===== config.mk =====
export PLATFORM = sky130hd
export DESIGN_NAME = mem_stage_lsu
export DESIGN_NICKNAME = d
export VERILOG_FILES = /design/src/rtl/mem_stage_lsu_pkg.sv /design/src/rtl/mem_stage_lsu_align.sv /design/src/rtl/mem_stage_lsu.sv
export SDC_FILE = /design/constraint.sdc
export NUM_CORES = 1
export LEC_CHECK = 0
export ABC_AREA = 1
export CORE_MARGIN = 3
export CORE_UTILIZATION = 49
export CTS_BUF_LIST = sky130_fd_sc_hd__clkbuf_8 sky130_fd_sc_hd__clkbuf_16
export CTS_CLUSTER_SIZE = 28
export DETAILED_ROUTE_END_ITERATION = 16
export PLACE_DENSITY = 0.86
export SLEW_MARGIN = 25
export SYNTH_ARGS = -nofsm -noshare
export SYNTH_HDL_FRONTEND = slang
export SYNTH_HIERARCHICAL = 1
export SYNTH_SLANG_ARGS = --single-unit

===== constraint.sdc =====
create_clock -name clk -period 4.4 [get_ports clk]
set_clock_uncertainty 0.1 [all_clocks]
set_input_delay 0.66 -clock clk [delete_from_list [all_inputs] [get_ports clk]]
set_output_delay 0.66 -clock clk [all_outputs]
set_load 0.1 [all_outputs]

===== src/rtl/mem_stage_lsu_pkg.sv =====
// Shared definitions for the MEM-stage load/store unit: access-size encodings
// (funct3) and the request FSM state type.
package mem_stage_lsu_pkg;

  localparam logic [2:0] MODE_B  = 3'b000;
  localparam logic [2:0] MODE_H  = 3'b001;
  localparam logic [2:0] MODE_W  = 3'b010;
  localparam logic [2:0] MODE_BU = 3'b100;
  localparam logic [2:0] MODE_HU = 3'b101;

  typedef enum logic [1:0] {
    IDLE = 2'd0,
    BUSY = 2'd1,
    DONE = 2'd2
  } lsu_state_t;

endpackage


===== src/rtl/mem_stage_lsu_align.sv =====
// Combinational lane logic: store shift, byte enables, load extraction and
// extension, and misalignment detection for a given byte offset and size.
module lsu_align
  import mem_stage_lsu_pkg::*;
#(
  parameter int WIDTH = 32
) (
  input  logic [1:0]       offset,
  input  logic [2:0]       mode,
  input  logic [WIDTH-1:0] store_data,
  input  logic [WIDTH-1:0] load_word,
  output logic [WIDTH-1:0] store_lanes,
  output logic [3:0]       byte_en,
  output logic [WIDTH-1:0] load_result,
  output logic             misalign
);

  logic [7:0]  lane_byte;
  logic [15:0] lane_half;

  assign lane_byte = load_word[{offset, 3'b000} +: 8];
  assign lane_half = load_word[{offset[1], 4'b0000} +: 16];

  // Unlisted funct3 codes are treated as full-word accesses.
  always_comb begin
    store_lanes = '0;
    byte_en     = 4'b0000;
    load_result = '0;
    misalign    = 1'b0;
    case (mode)
      MODE_B, MODE_BU: begin
        store_lanes = WIDTH'(store_data[7:0]) << {offset, 3'b000};
        byte_en     = 4'b0001 << offset;
        load_result = (mode == MODE_B) ? {{(WIDTH-8){lane_byte[7]}}, lane_byte}
                                       : {{(WIDTH-8){1'b0}}, lane_byte};
      end
      MODE_H, MODE_HU: begin
        misalign    = offset[0];
        store_lanes = WIDTH'(store_data[15:0]) << {offset[1], 4'b0000};
        byte_en     = 4'b0011 << {offset[1], 1'b0};
        load_result = (mode == MODE_H) ? {{(WIDTH-16){lane_half[15]}}, lane_half}
                                       : {{(WIDTH-16){1'b0}}, lane_half};
      end
      default: begin
        misalign    = (offset != 2'b00);
        store_lanes = store_data;
        byte_en     = 4'b1111;
        load_result = load_word;
      end
    endcase
  end

endmodule


===== src/rtl/mem_stage_lsu.sv =====
// MEM-stage load/store unit: stalls the pipeline while a single registered
// memory request is outstanding, then returns the extended load result.
module mem_stage_lsu
  import mem_stage_lsu_pkg::*;
#(
  parameter int WIDTH = 32
) (
  input  logic             clk,
  input  logic             rst_n,
  input  logic [WIDTH-1:0] ALUResultM,
  input  logic [WIDTH-1:0] WriteDataM,
  input  logic             MemWriteM,
  input  logic             MemReadM,
  input  logic [2:0]       AddrModeM,
  output logic             mem_req,
  output logic             mem_we,
  output logic [WIDTH-1:0] mem_addr,
  output logic [WIDTH-1:0] mem_wdata,
  output logic [3:0]       mem_be,
  input  logic             mem_ready,
  input  logic [WIDTH-1:0] mem_rdata,
  output logic [WIDTH-1:0] ReadDataM,
  output logic             StallM,
  output logic             MisalignM
);

  lsu_state_t       state, next_state;
  logic [2:0]       mode_q;
  logic [1:0]       offset_q;
  logic             access, in_idle, issue;
  logic [1:0]       sel_offset;
  logic [2:0]       sel_mode;
  logic [WIDTH-1:0] store_lanes, load_result;
  logic [3:0]       byte_en;
  logic             misalign;

  assign access  = MemWriteM | MemReadM;
  assign in_idle = (state == IDLE);

  // Once issued, lane selection follows the captured access, not the live inputs.
  assign sel_offset = in_idle ? ALUResultM[1:0] : offset_q;
  assign sel_mode   = in_idle ? AddrModeM : mode_q;

  lsu_align #(.WIDTH(WIDTH)) u_align (
    .offset      (sel_offset),
    .mode        (sel_mode),
    .store_data  (WriteDataM),
    .load_word   (mem_rdata),
    .store_lanes (store_lanes),
    .byte_en     (byte_en),
    .load_result (load_result),
    .misalign    (misalign)
  );

  assign issue     = in_idle & access & ~misalign;
  assign mem_req   = (state == BUSY);
  assign StallM    = rst_n & (mem_req | issue);
  assign MisalignM = rst_n & in_idle & access & misalign;

  always_comb begin
    next_state = state;
    case (state)
      IDLE:    if (issue) next_state = BUSY;
      BUSY:    if (mem_ready) next_state = DONE;
      DONE:    next_state = IDLE;
      default: next_state = IDLE;
    endcase
  end

  always_ff @(posedge clk or negedge rst_n) begin
    if (!rst_n) state <= IDLE;
    else        state <= next_state;
  end

  always_ff @(posedge clk or negedge rst_n) begin
    if (!rst_n) begin
      mem_we    <= 1'b0;
      mem_addr  <= '0;
      mem_wdata <= '0;
      mem_be    <= 4'b0000;
      mode_q    <= MODE_B;
      offset_q  <= 2'b00;
      ReadDataM <= '0;
    end else begin
      if (issue) begin
        mem_we    <= MemWriteM;
        mem_addr  <= {ALUResultM[WIDTH-1:2], 2'b00};
        mem_wdata <= store_lanes;
        mem_be    <= byte_en;
        mode_q    <= AddrModeM;
        offset_q  <= ALUResultM[1:0];
      end
      if (mem_req && mem_ready && !mem_we) ReadDataM <= load_result;
    end
  end

endmodule


==> impl_metrics.env, run 1 <==
export IMPL_drcViolationCount=0
export IMPL_cts_clk_slew_worst_paths_ns=0.07
export IMPL_hold_path_class="primary input to asynchronous set/reset pin"
export IMPL_critPathTopFamily="simple AND/OR/NAND/NOR gates"
export IMPL_fillers=908
export IMPL_max_stage_delay_ns=0.63
export IMPL_crit_top_cell="nand2_1"
export IMPL_endpoint_kind="output port"
export IMPL_start_util=0.504
export IMPL_clock_sinks=106
export IMPL_drtIter0Drc=913
export IMPL_synthTopCellsByCount="nand2_1, dfrtp_1, nand4_1"
export IMPL_cts_root_buf="clkbuf_16"
export IMPL_ant_nets=0
export IMPL_portBuffers=205
export IMPL_hold_viol=0
export IMPL_cts_max_level=3
export IMPL_track_usage=0.293
export IMPL_synth_top_area_frac=0.457
export IMPL_fmax_mhz=262
export IMPL_ys_ff_latch=106
export IMPL_critPathKind="flop to output port"
export IMPL_grt_overflow=0
export IMPL_rows=39
export IMPL_numCtsBuffers=9
export IMPL_synthFlopType="dfrtp_1"
export IMPL_insertedDiodeCount=0
export IMPL_dieArea_mm2=0.0132
export IMPL_slew_limit_headroom=0.310
export IMPL_drive_gt1_frac=0.0544
export IMPL_wl_um=19400
export IMPL_clockBufferDepth=2
export IMPL_core_mm2=0.0115
export IMPL_critPathLaunch="state[1]"
export IMPL_finalSetupTns_ns=0
export IMPL_path_cells="nor2_4 > nand2_1 > nand2_1 > buf_4 > nand2_1 > a21oi_1 > inv_2 > nor2_1 > buf_12"
export IMPL_ys_warn_count=6
export IMPL_cp_num_buf_inv=3
export IMPL_cp_required_ns=3.64
export IMPL_setup_violations=0
export IMPL_die_w_um=115
export IMPL_clk_insertion_delay_late_ns=0.35
export IMPL_seq_area_frac_synth=0.457
export IMPL_hold_buffers=0
export IMPL_cts_tree="yes"
export IMPL_crit_slowest_cell="nor2_4"
export IMPL_path_depth=9
export IMPL_die_y_um=115
export IMPL_syn_to_final_growth_pct=40.2
export IMPL_nets=1073
export IMPL_rr_worst_depth=11
export IMPL_grt_pass1_wl_um=30500
export IMPL_syn_area_per_cell_um2=7.21
export IMPL_ys_top_cells_by_area="dfrtp_1, nand2_1, nand4_1, nand3_1, buf_4"
export IMPL_async_reset_ff_frac=1.00
export IMPL_finalMaxSlewViolations=0
export IMPL_synth_cell_types=26
export IMPL_cts_repair_resized=0
export IMPL_postSynthCellCount=805
export IMPL_drv_cap=0
export IMPL_drt_pass1_iterations=5
export IMPL_pin_count=208
export IMPL_syn_area_mm2=0.00580
export IMPL_r2r_start="state[1]"
export IMPL_yosysTopAreaCell="dfrtp_1"
export IMPL_status="complete, no violations"
export IMPL_num_vias=6304
export IMPL_crit_arrival_ns=3.05
export IMPL_dp_hpwl_um=13100
export IMPL_synth_edf_count=0
export IMPL_cp_start_kind="flop"
export IMPL_antenna_found_initial=0
export IMPL_gp_congestion=0.921
export IMPL_worstMarginPinSlew_ns=1.03
export IMPL_wl_per_cell_um=17.3
export IMPL_grt_pass1_vias=5759
export IMPL_rsz0062_at_grt="no"
export IMPL_period_share=0.866
export IMPL_grt_start_max_net_pins=74
export IMPL_yosysMostFrequentCell="nand2_1"
export IMPL_post_cts_buffers=0
export IMPL_via_per_inst=5.64
export IMPL_worst_path_max_fanout=45
export IMPL_fin_crit_ns=3.81
## placed cells by master, fill, tap and decap left out
cell type / count
nand2_1: 408
clkdlybuf4s50_1: 202
dfrtp_1: 106
nand4_1: 104
nand3_1: 43
o21ai_0: 21
inv_1: 17
buf_4: 12
nor2_1: 11
clkbuf_16: 9
inv_2: 8
nor2_4: 5
a21oi_1: 3
clkbuf_8: 3
nand2_2: 2
nand3_2: 2
conb_1: 2
inv_6: 2
buf_12: 2
nor2_2: 2
o21ai_2: 2
clkinv_1: 1
o21ai_1: 1
bufinv_16: 1
clkinvlp_4: 1
nor3_1: 1
nand2_4: 1
nand3b_4: 1
a22oi_1: 1
## cell families (layout without fill, tap and decap cells)
| kind of cell | after synthesis | after routing | synth area share |
|---|---|---|---|
| compound gates | 28 | 28 | 0.0259 |
| simple gates | 580 | 580 | 0.443 |
| flops | 106 | 106 | 0.457 |
| buf+inv | 90 | 258 | 0.0739 |
| other cells | 1 | 2 | 0.000646 |
## sequential cells by signal (all words and copies together) (netlist names)
register,cells
ReadDataM,32
mem_wdata,32
mem_addr,30
mem_be,4
mode_q,3
offset_q,2
state,2
mem_we,1
## path summary, 6_finish.rpt
| kind | endpoint | slack, ns |
|---|---|---|
| worst max-delay path | MisalignM | 0.59 |
| worst min-delay path | ReadDataM[20] | 0.30 |
| worst max register to register | mem_wdata[21] | 1.00 |
| worst min register to register | mem_addr[12] | 0.37 |
| max in group asynchronous | mem_wdata[6] | 2.79 |
| min in group clk | mem_addr[12] | 0.37 |
## per-stage QoR
stage	setup slack [ns]	hold slack [ns]	cells	util	instance area (um^2)
finish	0.589	0.296	1117	0.707	8140
global route	0.348	0.352	1117	0.707	8140
CTS	0.647	0.316	1117	0.707	8140
detailed placement	0.978	0.357	1101	0.679	7820
global placement	0.992	0.353	1101	0.679	7820
floorplan	0.179	0.264	806	-	5810
## cell type report
class                      instances  area [um^2]  share of cell area
inverter                          26         97.6              0.0120
timing repair buffer             216         2150               0.264
sequential                       106         2650               0.326
clock inverter                     4         55.1             0.00677
tap                              143          179              0.0220
clock buffer                      12          267              0.0328
multi-input combinational        610         2730               0.336
## layer usage
metal  share of wire  track usage  wire [um]
met5               0            0          0
met4           0.030        0.114        578
met3           0.094       0.0605       1820
met2            0.46        0.439       8940
met1            0.41        0.420       8020
## worst register-to-register path, delay by kind of cell, from the launching register on
kind | cells | cell delay, ns
compound gates | 1 | 0.18
buf+inv | 3 | 1.21
simple gates | 7 | 1.36
flops | 1 | 0.48
Power of run 1 is not shown: default switching activity piles up to over one toggle a cycle in this logic, so the estimate is an artifact.
==> inputs of run 2 (changes only) <==
--- a/config.mk
+++ b/config.mk
@@ -6,7 +6,7 @@
 export NUM_CORES = 1
 export LEC_CHECK = 0
 export ABC_AREA = 1
-export CORE_MARGIN = 3
+export CORE_MARGIN = 5
 export CORE_UTILIZATION = 49
 export CTS_BUF_LIST = sky130_fd_sc_hd__clkbuf_8 sky130_fd_sc_hd__clkbuf_16
 export CTS_CLUSTER_SIZE = 28
==> impl_metrics.env, run 2 (synthesis gave the netlist of run 1 again) <==
export IMPL_cts_root_buf="clkbuf_16"
export IMPL_status="complete, no violations"
export IMPL_hold_path_class="primary input to asynchronous set/reset pin"
export IMPL_grt_pass1_wl_um=30800
export IMPL_fmax_mhz=285
export IMPL_syn_to_final_growth_pct=40.5
export IMPL_die_w_um=119
export IMPL_biggestRegsByFlops="ReadDataM: 32 flops, mem_wdata: 32 flops, mem_addr: 30 flops"
export IMPL_drt_pass1_iterations=5
export IMPL_dp_hpwl_um=13400
export IMPL_grt_start_max_net_pins=74
export IMPL_drcViolationCount=0
export IMPL_portBuffers=205
export IMPL_cp_required_ns=3.64
export IMPL_grt_pass1_vias=5820
export IMPL_wl_per_cell_um=17.2
export IMPL_gp_congestion=0.965
export IMPL_crit_slowest_cell="clkdlybuf4s50_1"
export IMPL_max_stage_delay_ns=0.43
export IMPL_cts_clk_slew_worst_paths_ns=0.07
export IMPL_endpoint_kind="output port"
export IMPL_wl_um=19300
export IMPL_nets=1074
export IMPL_slew_limit_headroom=0.301
export IMPL_layout_common_cells="nand2_1, clkdlybuf4s50_1, dfrtp_1, nand4_1, nand3_1"
export IMPL_antenna_found_initial=1
export IMPL_critPathTopFamily="buffers and inverters"
export IMPL_num_vias=6215
export IMPL_dieArea_mm2=0.0141
export IMPL_period_share=0.798
export IMPL_path_cells="clkdlybuf4s50_1 > nand2_1 > nand2_1 > buf_4 > inv_2 > a21oi_1 > inv_2 > nand3_2 > a21oi_1 > buf_12"
export IMPL_grt_overflow=0
export IMPL_finalMaxSlewViolations=0
export IMPL_cts_tree="yes"
export IMPL_rows=39
export IMPL_post_cts_buffers=0
export IMPL_clk_insertion_delay_late_ns=0.36
export IMPL_drtIter0Drc=842
export IMPL_drive_gt1_frac=0.0544
export IMPL_worstMarginPinSlew_ns=1.05
export IMPL_die_y_um=119
export IMPL_layout_commonest_cell="nand2_1"
export IMPL_rsz0062_at_grt="no"
export IMPL_cts_repair_resized=0
export IMPL_finalSetupTns_ns=0
export IMPL_critPathKind="primary input to output port"
export IMPL_setup_violations=0
export IMPL_worst_path_max_fanout=24
export IMPL_via_per_inst=5.55
export IMPL_cp_start_kind="primary input"
export IMPL_cts_max_level=3
export IMPL_ant_nets=0
export IMPL_clock_sinks=106
export IMPL_crit_arrival_ns=2.75
export IMPL_start_util=0.504
export IMPL_drv_cap=0
export IMPL_track_usage=0.270
export IMPL_hold_viol=0
export IMPL_cp_num_buf_inv=5
export IMPL_core_mm2=0.0115
export IMPL_clockBufferDepth=2
export IMPL_fin_crit_ns=3.51
export IMPL_pin_count=208
export IMPL_hold_buffers=0
export IMPL_numCtsBuffers=9
run 2: routing by layer:
layer  vias up  GRT usage  part of all wire
met3        53     0.0545             0.086
met2       338      0.416              0.46
met1      2849      0.375              0.42
li1       2975          -                 -
met5         -          0                 0
met4         0      0.112             0.037
run 2: per-stage QoR:
stage,setup slack [ns],instance area (um^2),hold WS [ns],utilization,instances
2_1_floorplan,0.179,5810,0.264,-,806
3_3_place_gp,0.883,7820,0.348,0.679,1102
3_5_place_dp,0.908,7820,0.353,0.679,1102
4_1_cts,0.890,8150,0.176,0.708,1118
5_1_grt,0.693,8150,0.187,0.708,1119
6_report,0.891,8150,0.155,0.708,1119
run 2: path summary, 6_finish.rpt:
| path | startpoint | end | slack (ns) | cells after the start |
|---|---|---|---|---|
| min in group clk | mode_q[0] | mode_q[0] | 0.37 | 2 |
| worst min-delay path | rst_n | mem_addr[28] | 0.15 | 1 |
| worst max register to register | state[1] | mem_we | 1.35 | 11 |
| worst min register to register | mode_q[0] | mode_q[0] | 0.37 | 2 |
| max in group asynchronous | rst_n | ReadDataM[20] | 2.77 | 2 |
| worst max-delay path | ALUResultM[0] | StallM | 0.89 | 10 |
run 2: worst reg2reg max path, stage by stage (launching register included):
cell     delay, ns
dfrtp_1       0.50
nor2_4        0.36
nand2_1       0.10
nand2_1       0.08
buf_4         0.23
inv_2         0.18
a21oi_1       0.21
inv_2         0.20
nand3_2       0.14
buf_4         0.61
nand2_1       0.19
nand2_1       0.11
run 2: final cells by class:
type / instances / area (um^2)
diodes: 1 / 2.50
well taps: 143 / 179
flip-flops and latches: 106 / 2650
clock buffers: 10 / 239
fillers: 963 / 3360
multi-input cells: 610 / 2730
repair buffers: 217 / 2160
inverters: 26 / 97.6
clock inverters: 6 / 88.8
Power of run 2 is left out for the same reason.
